--- config.mk ---
export PLATFORM = sky130hd
export DESIGN_NAME = spi_burst_master
export DESIGN_NICKNAME = d
export VERILOG_FILES = /design/src/rtl/spi_burst_master.sv
export SDC_FILE = /design/constraint.sdc
export NUM_CORES = 1
export LEC_CHECK = 0
export ABC_CLOCK_PERIOD_IN_PS = 2410
export CORE_AREA = 3 3 134 136
export DETAILED_ROUTE_END_ITERATION = 7
export DIE_AREA = 0 0 137 139
export GPL_ROUTABILITY_DRIVEN = 1
export PLACE_DENSITY = 0.48
export SYNTH_ARGS = -nofsm -noshare
export SYNTH_HDL_FRONTEND = slang
export SYNTH_SLANG_ARGS = --single-unit
--- constraint.sdc ---
create_clock -name clk -period 2.41 [get_ports clk]
set_input_delay 0.241 -clock clk [delete_from_list [all_inputs] [get_ports clk]]
set_output_delay 0.241 -clock clk [all_outputs]
set_load 0.1 [all_outputs]
--- src/rtl/spi_burst_master.sv ---
// spi_burst_master: SPI master engine with configurable word width, several
// chip selects, all four CPOL/CPHA modes and multi-word bursts. TX words
// arrive on a valid/ready stream and RX words leave as one-cycle strobes.
// The active chip select stays low across every word of a burst. A stalled
// TX stream freezes SCLK at its idle level without releasing the chip select.

module spi_burst_master #(
    parameter int DATA_W = 8,   // bits per SPI word, MSB first (>= 2)
    parameter int CS_NUM = 4,   // number of chip-select outputs (>= 2)
    parameter int CNT_W  = 8,   // width of burst word counter
    parameter int DIV_W  = 16   // width of clock divider
) (
    input  logic                      clk,
    input  logic                      rst,
    input  logic                      start,
    input  logic                      stop,
    output logic                      busy,
    input  logic                      cfg_cpol,
    input  logic                      cfg_cpha,
    input  logic [$clog2(CS_NUM)-1:0] cfg_cs_sel,
    input  logic [CNT_W-1:0]          cfg_word_num,
    input  logic [DIV_W-1:0]          clk_div,
    input  logic [DATA_W-1:0]         tx_data,
    input  logic                      tx_valid,
    output logic                      tx_ready,
    output logic [DATA_W-1:0]         rx_data,
    output logic                      rx_valid,
    output logic                      sclk,
    output logic                      mosi,
    input  logic                      miso,
    output logic [CS_NUM-1:0]         cs_n
);

    localparam logic [2:0] ST_IDLE  = 3'd0;
    localparam logic [2:0] ST_LOAD  = 3'd1;
    localparam logic [2:0] ST_SETUP = 3'd2;
    localparam logic [2:0] ST_SHIFT = 3'd3;
    localparam logic [2:0] ST_HOLD  = 3'd4;
    localparam logic [2:0] ST_DONE  = 3'd5;

    // One SCLK edge per half-period tick; a word takes 2*DATA_W ticks.
    localparam int                EDGE_W    = $clog2(2 * DATA_W);
    localparam logic [EDGE_W-1:0] LAST_EDGE = EDGE_W'(2 * DATA_W - 1);

    logic [2:0]                state_q,    state_d;
    logic                      busy_q,     busy_d;
    logic                      cpol_q,     cpol_d;
    logic                      cpha_q,     cpha_d;
    logic [$clog2(CS_NUM)-1:0] cs_sel_q,   cs_sel_d;
    logic [CNT_W-1:0]          word_cnt_q, word_cnt_d;
    logic [DIV_W-1:0]          div_q,      div_d;
    logic [DIV_W-1:0]          tick_cnt_q, tick_cnt_d;
    logic [EDGE_W-1:0]         edge_cnt_q, edge_cnt_d;
    logic                      first_q,    first_d;
    logic [DATA_W-1:0]         shift_q,    shift_d;
    logic [DATA_W-1:0]         rx_shift_q, rx_shift_d;
    logic [DATA_W-1:0]         rx_data_q,  rx_data_d;
    logic                      rx_valid_q, rx_valid_d;
    logic                      sclk_q,     sclk_d;
    logic                      mosi_q,     mosi_d;
    logic [CS_NUM-1:0]         cs_n_q,     cs_n_d;

    logic tick;
    logic leading;
    logic last_edge;

    // Half-period tick: the counter runs from 0 up to the latched divider.
    assign tick      = (tick_cnt_q == div_q);
    // Even-numbered edges move SCLK away from its idle level.
    assign leading   = ~edge_cnt_q[0];
    assign last_edge = (edge_cnt_q == LAST_EDGE);

    // A word is consumed on the cycle LOAD sees it valid.
    assign tx_ready = (state_q == ST_LOAD) && tx_valid;
    assign busy     = busy_q;
    assign rx_data  = rx_data_q;
    assign rx_valid = rx_valid_q;
    assign sclk     = sclk_q;
    assign mosi     = mosi_q;
    assign cs_n     = cs_n_q;

    // Next-state logic: burst sequencing, SCLK edges and the data shifters.
    always_comb begin
        // NOTE: every signal gets a default before the case so that no path leaves it unassigned (no latches).
        state_d    = state_q;
        busy_d     = busy_q;
        cpol_d     = cpol_q;
        cpha_d     = cpha_q;
        cs_sel_d   = cs_sel_q;
        word_cnt_d = word_cnt_q;
        div_d      = div_q;
        edge_cnt_d = edge_cnt_q;
        first_d    = first_q;
        shift_d    = shift_q;
        rx_shift_d = rx_shift_q;
        rx_data_d  = rx_data_q;
        rx_valid_d = 1'b0;
        sclk_d     = sclk_q;
        mosi_d     = mosi_q;
        cs_n_d     = cs_n_q;

        // The divider only runs in the timed states and restarts after every tick.
        if (tick || state_q == ST_IDLE || state_q == ST_LOAD) begin
            tick_cnt_d = '0;
        end else begin
            tick_cnt_d = tick_cnt_q + DIV_W'(1);
        end

        case (state_q)
            ST_IDLE: begin
                sclk_d = cpol_q;
                if (start) begin
                    // Configuration is frozen here for the whole burst.
                    cpol_d     = cfg_cpol;
                    cpha_d     = cfg_cpha;
                    cs_sel_d   = cfg_cs_sel;
                    word_cnt_d = cfg_word_num;
                    div_d      = clk_div;
                    first_d    = 1'b1;
                    busy_d     = 1'b1;
                    sclk_d     = cfg_cpol;
                    state_d    = ST_LOAD;
                end
            end

            ST_LOAD: begin
                sclk_d = cpol_q;
                if (tx_valid) begin
                    shift_d    = tx_data;
                    mosi_d     = tx_data[DATA_W-1];
                    edge_cnt_d = '0;
                    if (first_q) begin
                        first_d = 1'b0;
                        cs_n_d  = ~(CS_NUM'(1) << cs_sel_q);
                        state_d = ST_SETUP;
                    end else begin
                        // Chip select is already low from the previous word.
                        state_d = ST_SHIFT;
                    end
                end else if (stop) begin
                    cs_n_d  = '1;
                    state_d = ST_DONE;
                end
            end

            ST_SETUP: begin
                if (tick) begin
                    state_d = ST_SHIFT;
                end
            end

            ST_SHIFT: begin
                if (tick) begin
                    sclk_d     = ~sclk_q;
                    edge_cnt_d = edge_cnt_q + EDGE_W'(1);
                    if (leading) begin
                        if (!cpha_q) begin
                            rx_shift_d = {rx_shift_q[DATA_W-2:0], miso};
                        end else if (edge_cnt_q != '0) begin
                            // CPHA=1: the MSB is already on MOSI for the first leading edge.
                            shift_d = {shift_q[DATA_W-2:0], 1'b0};
                            mosi_d  = shift_q[DATA_W-2];
                        end
                    end else begin
                        if (cpha_q) begin
                            rx_shift_d = {rx_shift_q[DATA_W-2:0], miso};
                        end else if (!last_edge) begin
                            shift_d = {shift_q[DATA_W-2:0], 1'b0};
                            mosi_d  = shift_q[DATA_W-2];
                        end
                    end
                    if (last_edge) begin
                        edge_cnt_d = '0;
                        rx_valid_d = 1'b1;
                        rx_data_d  = rx_shift_d;
                        state_d    = ST_HOLD;
                    end
                end
            end

            ST_HOLD: begin
                if (tick) begin
                    if (word_cnt_q != '0 && !stop) begin
                        word_cnt_d = word_cnt_q - CNT_W'(1);
                        state_d    = ST_LOAD;
                    end else begin
                        cs_n_d  = '1;
                        state_d = ST_DONE;
                    end
                end
            end

            ST_DONE: begin
                // Minimum chip-select-high gap before another burst can start.
                if (tick) begin
                    busy_d  = 1'b0;
                    state_d = ST_IDLE;
                end
            end

            default: begin
                cs_n_d  = '1;
                busy_d  = 1'b0;
                state_d = ST_IDLE;
            end
        endcase
    end

    // State registers; asynchronous reset returns all outputs to idle at once.
    always_ff @(posedge clk or posedge rst) begin
        if (rst) begin
            state_q    <= ST_IDLE;
            busy_q     <= 1'b0;
            cpol_q     <= 1'b0;
            cpha_q     <= 1'b0;
            cs_sel_q   <= '0;
            word_cnt_q <= '0;
            div_q      <= '0;
            tick_cnt_q <= '0;
            edge_cnt_q <= '0;
            first_q    <= 1'b0;
            shift_q    <= '0;
            rx_shift_q <= '0;
            rx_data_q  <= '0;
            rx_valid_q <= 1'b0;
            sclk_q     <= 1'b0;
            mosi_q     <= 1'b0;
            cs_n_q     <= '1;
        end else begin
            // NOTE: non-blocking assignments so every flop samples the pre-edge value of the others.
            state_q    <= state_d;
            busy_q     <= busy_d;
            cpol_q     <= cpol_d;
            cpha_q     <= cpha_d;
            cs_sel_q   <= cs_sel_d;
            word_cnt_q <= word_cnt_d;
            div_q      <= div_d;
            tick_cnt_q <= tick_cnt_d;
            edge_cnt_q <= edge_cnt_d;
            first_q    <= first_d;
            shift_q    <= shift_d;
            rx_shift_q <= rx_shift_d;
            rx_data_q  <= rx_data_d;
            rx_valid_q <= rx_valid_d;
            sclk_q     <= sclk_d;
            mosi_q     <= mosi_d;
            cs_n_q     <= cs_n_d;
        end
    end

endmodule

==> summary.txt, run 1 <==
Detailed routing
  • Vias/cell: 4.47
  • Routed WL: 9360 um
  • WL per Instance: 13.7 um
  • Vias: 3060
  • DRC errors left: 0
  • Final ANT Viol Nets: 0
  • Detailed Routing Iterations Pass 1: 4
  • DRT iter0 DRCs: 111

Global route
  • Total track usage: 10.3%
  • Largest net degree at the start of global routing: 27
  • Met2 Track Usage GR: 17.4%
  • Vias in the first global route: 3142
  • Grt total ovfl: 0
  • Initial antenna violation count: 0
  • Global routing's busiest layer: met2
  • Met1 Usage GRT: 12.0%
  • GRT met3 Usage: 3.16%
  • First-pass GRT wire length: 15400 um

Finish
  • Layout cells sized above 1: 23.0%
  • Net count, final: 502
  • Antenna diodes: 0
  • Area delta synth->final: 29.0%
  • Final Cell Area: 0.00540 mm^2

Clocking
  • Bufs on Longest Clock Path: 2
  • Clk pin slew, worst setup/hold paths: 60 ps
  • Clk sink count: 83
  • H-tree depth: 3
  • CTS tree: built
  • Clk_lat worst skew: 340 ps
  • Clock root buffer: clkbuf_16
  • Gates resized, CTS repair: 0
  • Hold bufs inserted after CTS: 0
  • CTS Buf Count: 9
  • Setup Buffers After CTS: 0

Logic synthesis
  • Yosys cell types: 54
  • Synthesized area: 0.00419 mm^2
  • Mapped Cells: 383
  • Synth top area share: 47.2%
  • Most area-hungry cell type in the Yosys netlist: dfrtp_1
  • Syn nets: 430
  • Count leader, synth: dfrtp_1
  • FFs w/ async S/R, synth: 100%
  • YS warnings: 0
  • Yosys reg bits: 83
  • Top FF cell, synth: dfrtp_1
  • Syn Area/Cell: 10.9 um^2
  • Number of synthesized flops with an enable pin: 0
  • Synth area leaders: dfrtp_1, mux2_2, xor2_1
  • Sequential fraction of the synthesis area: 49.7%
  • Most frequent cells after synthesis: dfrtp_1, nor2_1, mux2_2

Setup path
  • Worst Path Class, Setup: flop to flop
  • CP required: 2630 ps
  • Crit path capture type: flop
  • CP Launch Type: flop
  • Worst EP arrival: 2490 ps
  • FF-to-FF setup slack: 140 ps
  • Crit-path max FO: 9

Place
  • DPL Wire Length: 7040 um
  • Port Buffers: 58
  • Post-place setup slack: 145 ps
  • Final RePlAce weighted congestion: 0.794
  • Post-DP Area: 0.00509 mm^2

Flow run
  • Max_cap viols: 0

Timing
  • Final period util: 94.2%
  • Skew final: 8.23 ps
  • Hold WS: 215 ps
  • Final hold vios: 0
  • Max-slew violation count: 0
  • Slew headroom: 66.2%
  • Tmin final: 2270 ps
  • Worst Tran Pin Value: 502 ps
  • F_max: 440 MHz
  • Final setup violation count: 0
  • Setup TNS: 0 ps
  • Final setup margin: 140 ps
  • RSZ-0062 raised after global routing: false

Power and ir drop
  • Net Sw Frac: 36.4%
  • Worst vdd ir: 0.424 mV
  • Leak pwr: 2.34 nW
  • Clock share of power: 26.3%
  • Power per cell area: 1030 mW/mm^2
  • Sequential power share: 39.8%
  • P_sw: 2.03 mW
  • Int Pwr: 3.55 mW
  • Share of power burned in combinational logic: 33.9%

Floorplan
  • Initial Util: 24.6%
  • Number of top-level pins: 59
  • DIE AREA: 0.0190 mm^2
  • Die X: 137 um
  • Row count: 48
  • Die height: 139 um
  • Core Area: 0.0171 mm^2

Status
  • Status: complete, no violations

Hold path
  • HP Class: input pin to async pin
[flip-flops by register name, indices dropped and copies added (netlist names)]
name and flops:
div_q 16, tick_cnt_q 16, rx_data 8, rx_shift_q 8, word_cnt_q 8, shift_q 7
cs_n 4, edge_cnt_q 4, state_q 3, cs_sel_q 2, busy 1, cpha_q 1
cpol_q 1, first_q 1, mosi 1, rx_valid 1, sclk 1
[layer usage]
layer	share of wire [%]	vias to the layer above
met5	0	-
met4	2.1	0
met3	3.8	13
met2	50	49
met1	44	1482
li1	-	1516
[metrics by stage]
step	total power [mW]	std cells	util, %
6_report	5.58	685	31.7
5_1_grt	5.94	685	31.7
4_1_cts	5.67	685	31.7
3_5_place_dp	4.17	669	29.8
3_3_place_gp	4.13	669	29.8
2_1_floorplan	3.61	383	-
[area by class of cell]
class	count	area, um^2
Clock inverter	6	88.8
Multi-Input combinational cell	277	2010
Fill cell	1802	11700
Tap cell	225	282
Inverter	9	35.0
Sequential cell	83	2080
Timing Repair Buffer	75	678
Clock buffer	10	229
[power by group through the flow]
stage,clock network [mW],logic [mW],registers (mW)
6_report,1.47,1.89,2.22
5_1_grt,1.58,2.08,2.28
4_1_cts,1.52,1.93,2.22
3_5_place_dp,0,1.92,2.25
3_3_place_gp,0,1.90,2.24
2_1_floorplan,0,1.22,2.39
[logic make-up (layout without fill, tap and decap cells)]
| kind of cell | after synthesis | after routing | share of synthesized area [%] |
|---|---|---|---|
| xor gates and xnor gates | 29 | 29 | 6.24 |
| adders and majority gates | 5 | 5 | 1.49 |
| AOI/OAI and AO/OA | 65 | 65 | 9.82 |
| DFF | 83 | 83 | 49.7 |
| buffers and inverters | 23 | 100 | 2.57 |
| and+or+nand+nor | 123 | 123 | 15.7 |
| muxes | 55 | 55 | 14.5 |
[final timing paths]
check                                end            from  cells past startpoint
setup / recovery                    mosi  tick_cnt_q[13]                      6
setup reg to reg                    mosi  tick_cnt_q[13]                      6
max in group asynchronous  tick_cnt_q[4]             rst                      3
hold reg to reg               shift_q[1]      shift_q[1]                      1
hold / removal                      mosi             rst                      2
min in group clk              shift_q[0]      tx_data[0]                      3
[worst max-delay path, cell delays in order (launching register included)]
cell and delay (ps):
dfrtp_1 440, xor2_1 170, nor4_2 420, and4_4 390, a21oi_2 120, nor2_4 260, mux2_1 350
[placed cells by master, fill, tap and decap left out, types with 3 or more instances in the layout]
| master | Yosys | layout |
|---|---|---|
| a31oi_1 | 3 | 3 |
| xor2_1 | 23 | 23 |
| mux2_2 | 36 | 36 |
| dfrtp_1 | 79 | 79 |
| nand2b_1 | 3 | 3 |
| nand4_1 | 3 | 3 |
| nor3_1 | 5 | 5 |
| clkbuf_16 | 0 | 9 |
| o22a_1 | 6 | 6 |
| or3_1 | 3 | 3 |
| a21oi_1 | 22 | 22 |
| mux2i_1 | 10 | 10 |
| xnor2_1 | 5 | 5 |
| ha_1 | 5 | 5 |
| buf_4 | 0 | 33 |
| clkdlybuf4s50_1 | 0 | 41 |
| mux2_1 | 9 | 9 |
| and3_1 | 6 | 6 |
| nor2_1 | 43 | 43 |
| o21ai_0 | 13 | 13 |
| nor4_1 | 4 | 4 |
| inv_1 | 9 | 8 |
| nand2_1 | 23 | 23 |
| a21oi_2 | 3 | 3 |
| dfstp_2 | 4 | 4 |
| nand3_1 | 13 | 13 |
| nor4_2 | 4 | 4 |
No activity file was read; power rests on OpenSTA's default activity.
==> run 2, diff against run 1 <==
- CTS_BUF_LIST: not set -> sky130_fd_sc_hd__clkbuf_16
==> run 2 against run 1 <==
  * Utilization did not move
  * Fmax is the same
  * Clock power is essentially flat
  * Cell count did not move
  * Total power hardly changed
  * Sequential share of layout area unchanged
  * Worst setup slack stayed put
  * Hold slack about the same
  * Critical endpoint unchanged
  * Largest power group unchanged
==> summary.txt, run 2 (synthesis results as in run 1) <==
Detailed routing
  • Detailed Routing Iterations Pass 1: 4 (unchanged)
  • Final ANT Viol Nets: 0 (unchanged)
  • Routed WL: 9360 um (about the same)
  • DRT iter0 DRCs: 111 (unchanged)
  • Vias: 3060 (unchanged)
  • WL per Instance: 13.7 um (about the same)
  • Vias/cell: 4.47 (unchanged)
  • DRC errors left: 0 (unchanged)

Finish
  • Antenna diodes: 0 (unchanged)
  • Layout cells sized above 1: 23.0% (unchanged)
  • Area delta synth->final: 29.0% (unchanged)
  • Net count, final: 502 (unchanged)
  • Leading cell type in the layout, fill and taps excluded: dfrtp_1
  • Most frequent cells in the layout: dfrtp_1, nor2_1, clkdlybuf4s50_1
  • Largest registers: div_q (16), tick_cnt_q (16)

Clocking
  • Gates resized, CTS repair: 0 (unchanged)
  • CTS Buf Count: 9 (unchanged)
  • CTS tree: built
  • Clk sink count: 83 (unchanged)
  • Clock root buffer: clkbuf_16
  • Bufs on Longest Clock Path: 2 (unchanged)
  • Hold bufs inserted after CTS: 0 (unchanged)
  • Clk pin slew, worst setup/hold paths: 60 ps (about the same)
  • Clk_lat worst skew: 340 ps (about the same)
  • Setup Buffers After CTS: 0 (unchanged)
  • H-tree depth: 3 (unchanged)

Timing
  • Hold WS: 215 ps (-0.0160 ps)
  • F_max: 440 MHz (unchanged)
  • Slew headroom: 66.2% (unchanged)
  • Final period util: 94.2% (unchanged)
  • Setup TNS: 0 ps (unchanged)
  • Final setup violation count: 0 (unchanged)
  • Worst Tran Pin Value: 502 ps (unchanged)
  • RSZ-0062 raised after global routing: false
  • Final setup margin: 140 ps (unchanged)
  • Final hold vios: 0 (unchanged)
  • Skew final: 8.23 ps (unchanged)
  • Max-slew violation count: 0 (unchanged)
  • Tmin final: 2270 ps (unchanged)

Setup path
  • CP Launch Type: flop
  • Worst EP arrival: 2490 ps (about the same)
  • Crit-path max FO: 9 (unchanged)
  • Crit path capture type: flop
  • CP required: 2630 ps (about the same)
  • Worst Path Class, Setup: flop to flop

Power and ir drop
  • Power per cell area: 1030 mW/mm^2 (about the same)
  • Int Pwr: 3.54 mW (-0.12%)
  • Worst vdd ir: 0.424 mV (unchanged)
  • Net Sw Frac: 36.4% (about the same)
  • Sequential power share: 39.8% (about the same)
  • Clock share of power: 26.2% (about the same)
  • Share of power burned in combinational logic: 33.9% (about the same)
  • Leak pwr: 2.34 nW (+0.18%)
  • P_sw: 2.03 mW (about the same)

Floorplan
  • Die height: 139 um (unchanged)
  • Initial Util: 24.6% (unchanged)
  • Number of top-level pins: 59 (unchanged)
  • Row count: 48 (unchanged)
  • DIE AREA: 0.0190 mm^2 (unchanged)
  • Core Area: 0.0171 mm^2 (unchanged)
  • Die X: 137 um (unchanged)

Global route
  • Largest net degree at the start of global routing: 27 (unchanged)
  • Vias in the first global route: 3142 (unchanged)
  • Initial antenna violation count: 0 (unchanged)
  • Total track usage: 10.3% (unchanged)
  • Global routing's busiest layer: met2
  • Met1 Usage GRT: 12.0% (unchanged)
  • GRT met3 Usage: 3.16% (unchanged)
  • First-pass GRT wire length: 15400 um (unchanged)
  • Grt total ovfl: 0 (unchanged)
  • Met2 Track Usage GR: 17.4% (unchanged)

Place
  • DPL Wire Length: 7040 um (unchanged)
  • Final RePlAce weighted congestion: 0.794 (unchanged)
  • Port Buffers: 58 (unchanged)
  • Post-place setup slack: 145 ps (unchanged)

Flow run
  • Max_cap viols: 0 (unchanged)

Hold path
  • HP Class: input pin to async pin

Status
  • Status: complete, no violations
run 2: metal layers:
metal | vias to the layer above | routed length (um)
li1 | 1516 | -
met5 | - | 0
met1 | 1482 | 4080
met4 | 0 | 197
met3 | 13 | 355
met2 | 49 | 4720
run 2: final timing paths:
| check | from | endpoint | slack, ps | depth (start not counted) |
|---|---|---|---|---|
| min in group clk | tx_data[0] | shift_q[0] | 480 | 3 |
| worst min register to register | shift_q[1] | shift_q[1] | 480 | 1 |
| worst max register to register | tick_cnt_q[13] | mosi | 140 | 6 |
| worst max-delay path | tick_cnt_q[13] | mosi | 140 | 6 |
| max in group asynchronous | rst | tick_cnt_q[4] | 1520 | 3 |
| worst min-delay path | rst | mosi | 220 | 2 |
run 2: layout make-up:
type | instances | area (um^2)
multi-input cells | 277 | 2010
fillers | 1802 | 11700
clock inverters | 7 | 92.6
repair buffers | 75 | 678
flip-flops and latches | 83 | 2080
inverters | 9 | 35.0
clock buffers | 9 | 225
well taps | 225 | 282
run 2: stage by stage:
| stage | power (mW) | instances | area [um^2] | util, % |
|---|---|---|---|---|
| after floorplan | 3.61 | 383 | 4190 | - |
| after global placement | 4.13 | 669 | 5090 | 29.8 |
| after detailed placement | 4.17 | 669 | 5090 | 29.8 |
| after CTS | 5.67 | 685 | 5400 | 31.7 |
| after global routing | 5.94 | 685 | 5400 | 31.7 |
| final | 5.57 | 685 | 5400 | 31.7 |
run 2: critical path, stage by stage, from the launching register on:
cell and delay (ps):
dfrtp_1 440, xor2_1 170, nor4_2 420, and4_4 390, a21oi_2 120, nor2_4 260, mux2_1 350
run 2: power by group through the flow:
| stage | combinational, mW | sequential, mW | clock (mW) |
|---|---|---|---|
| after floorplan | 1.22 | 2.39 | 0 |
| after global placement | 1.90 | 2.24 | 0 |
| after detailed placement | 1.92 | 2.25 | 0 |
| after CTS | 1.93 | 2.22 | 1.52 |
| after global routing | 2.08 | 2.28 | 1.58 |
| final | 1.89 | 2.22 | 1.46 |
==> run 3, diff against run 2 <==
- CTS_CLUSTER_SIZE: not set -> 24
==> results of run 3 <==
No change in the layout: final DEF, timing and power equal those of run 2.
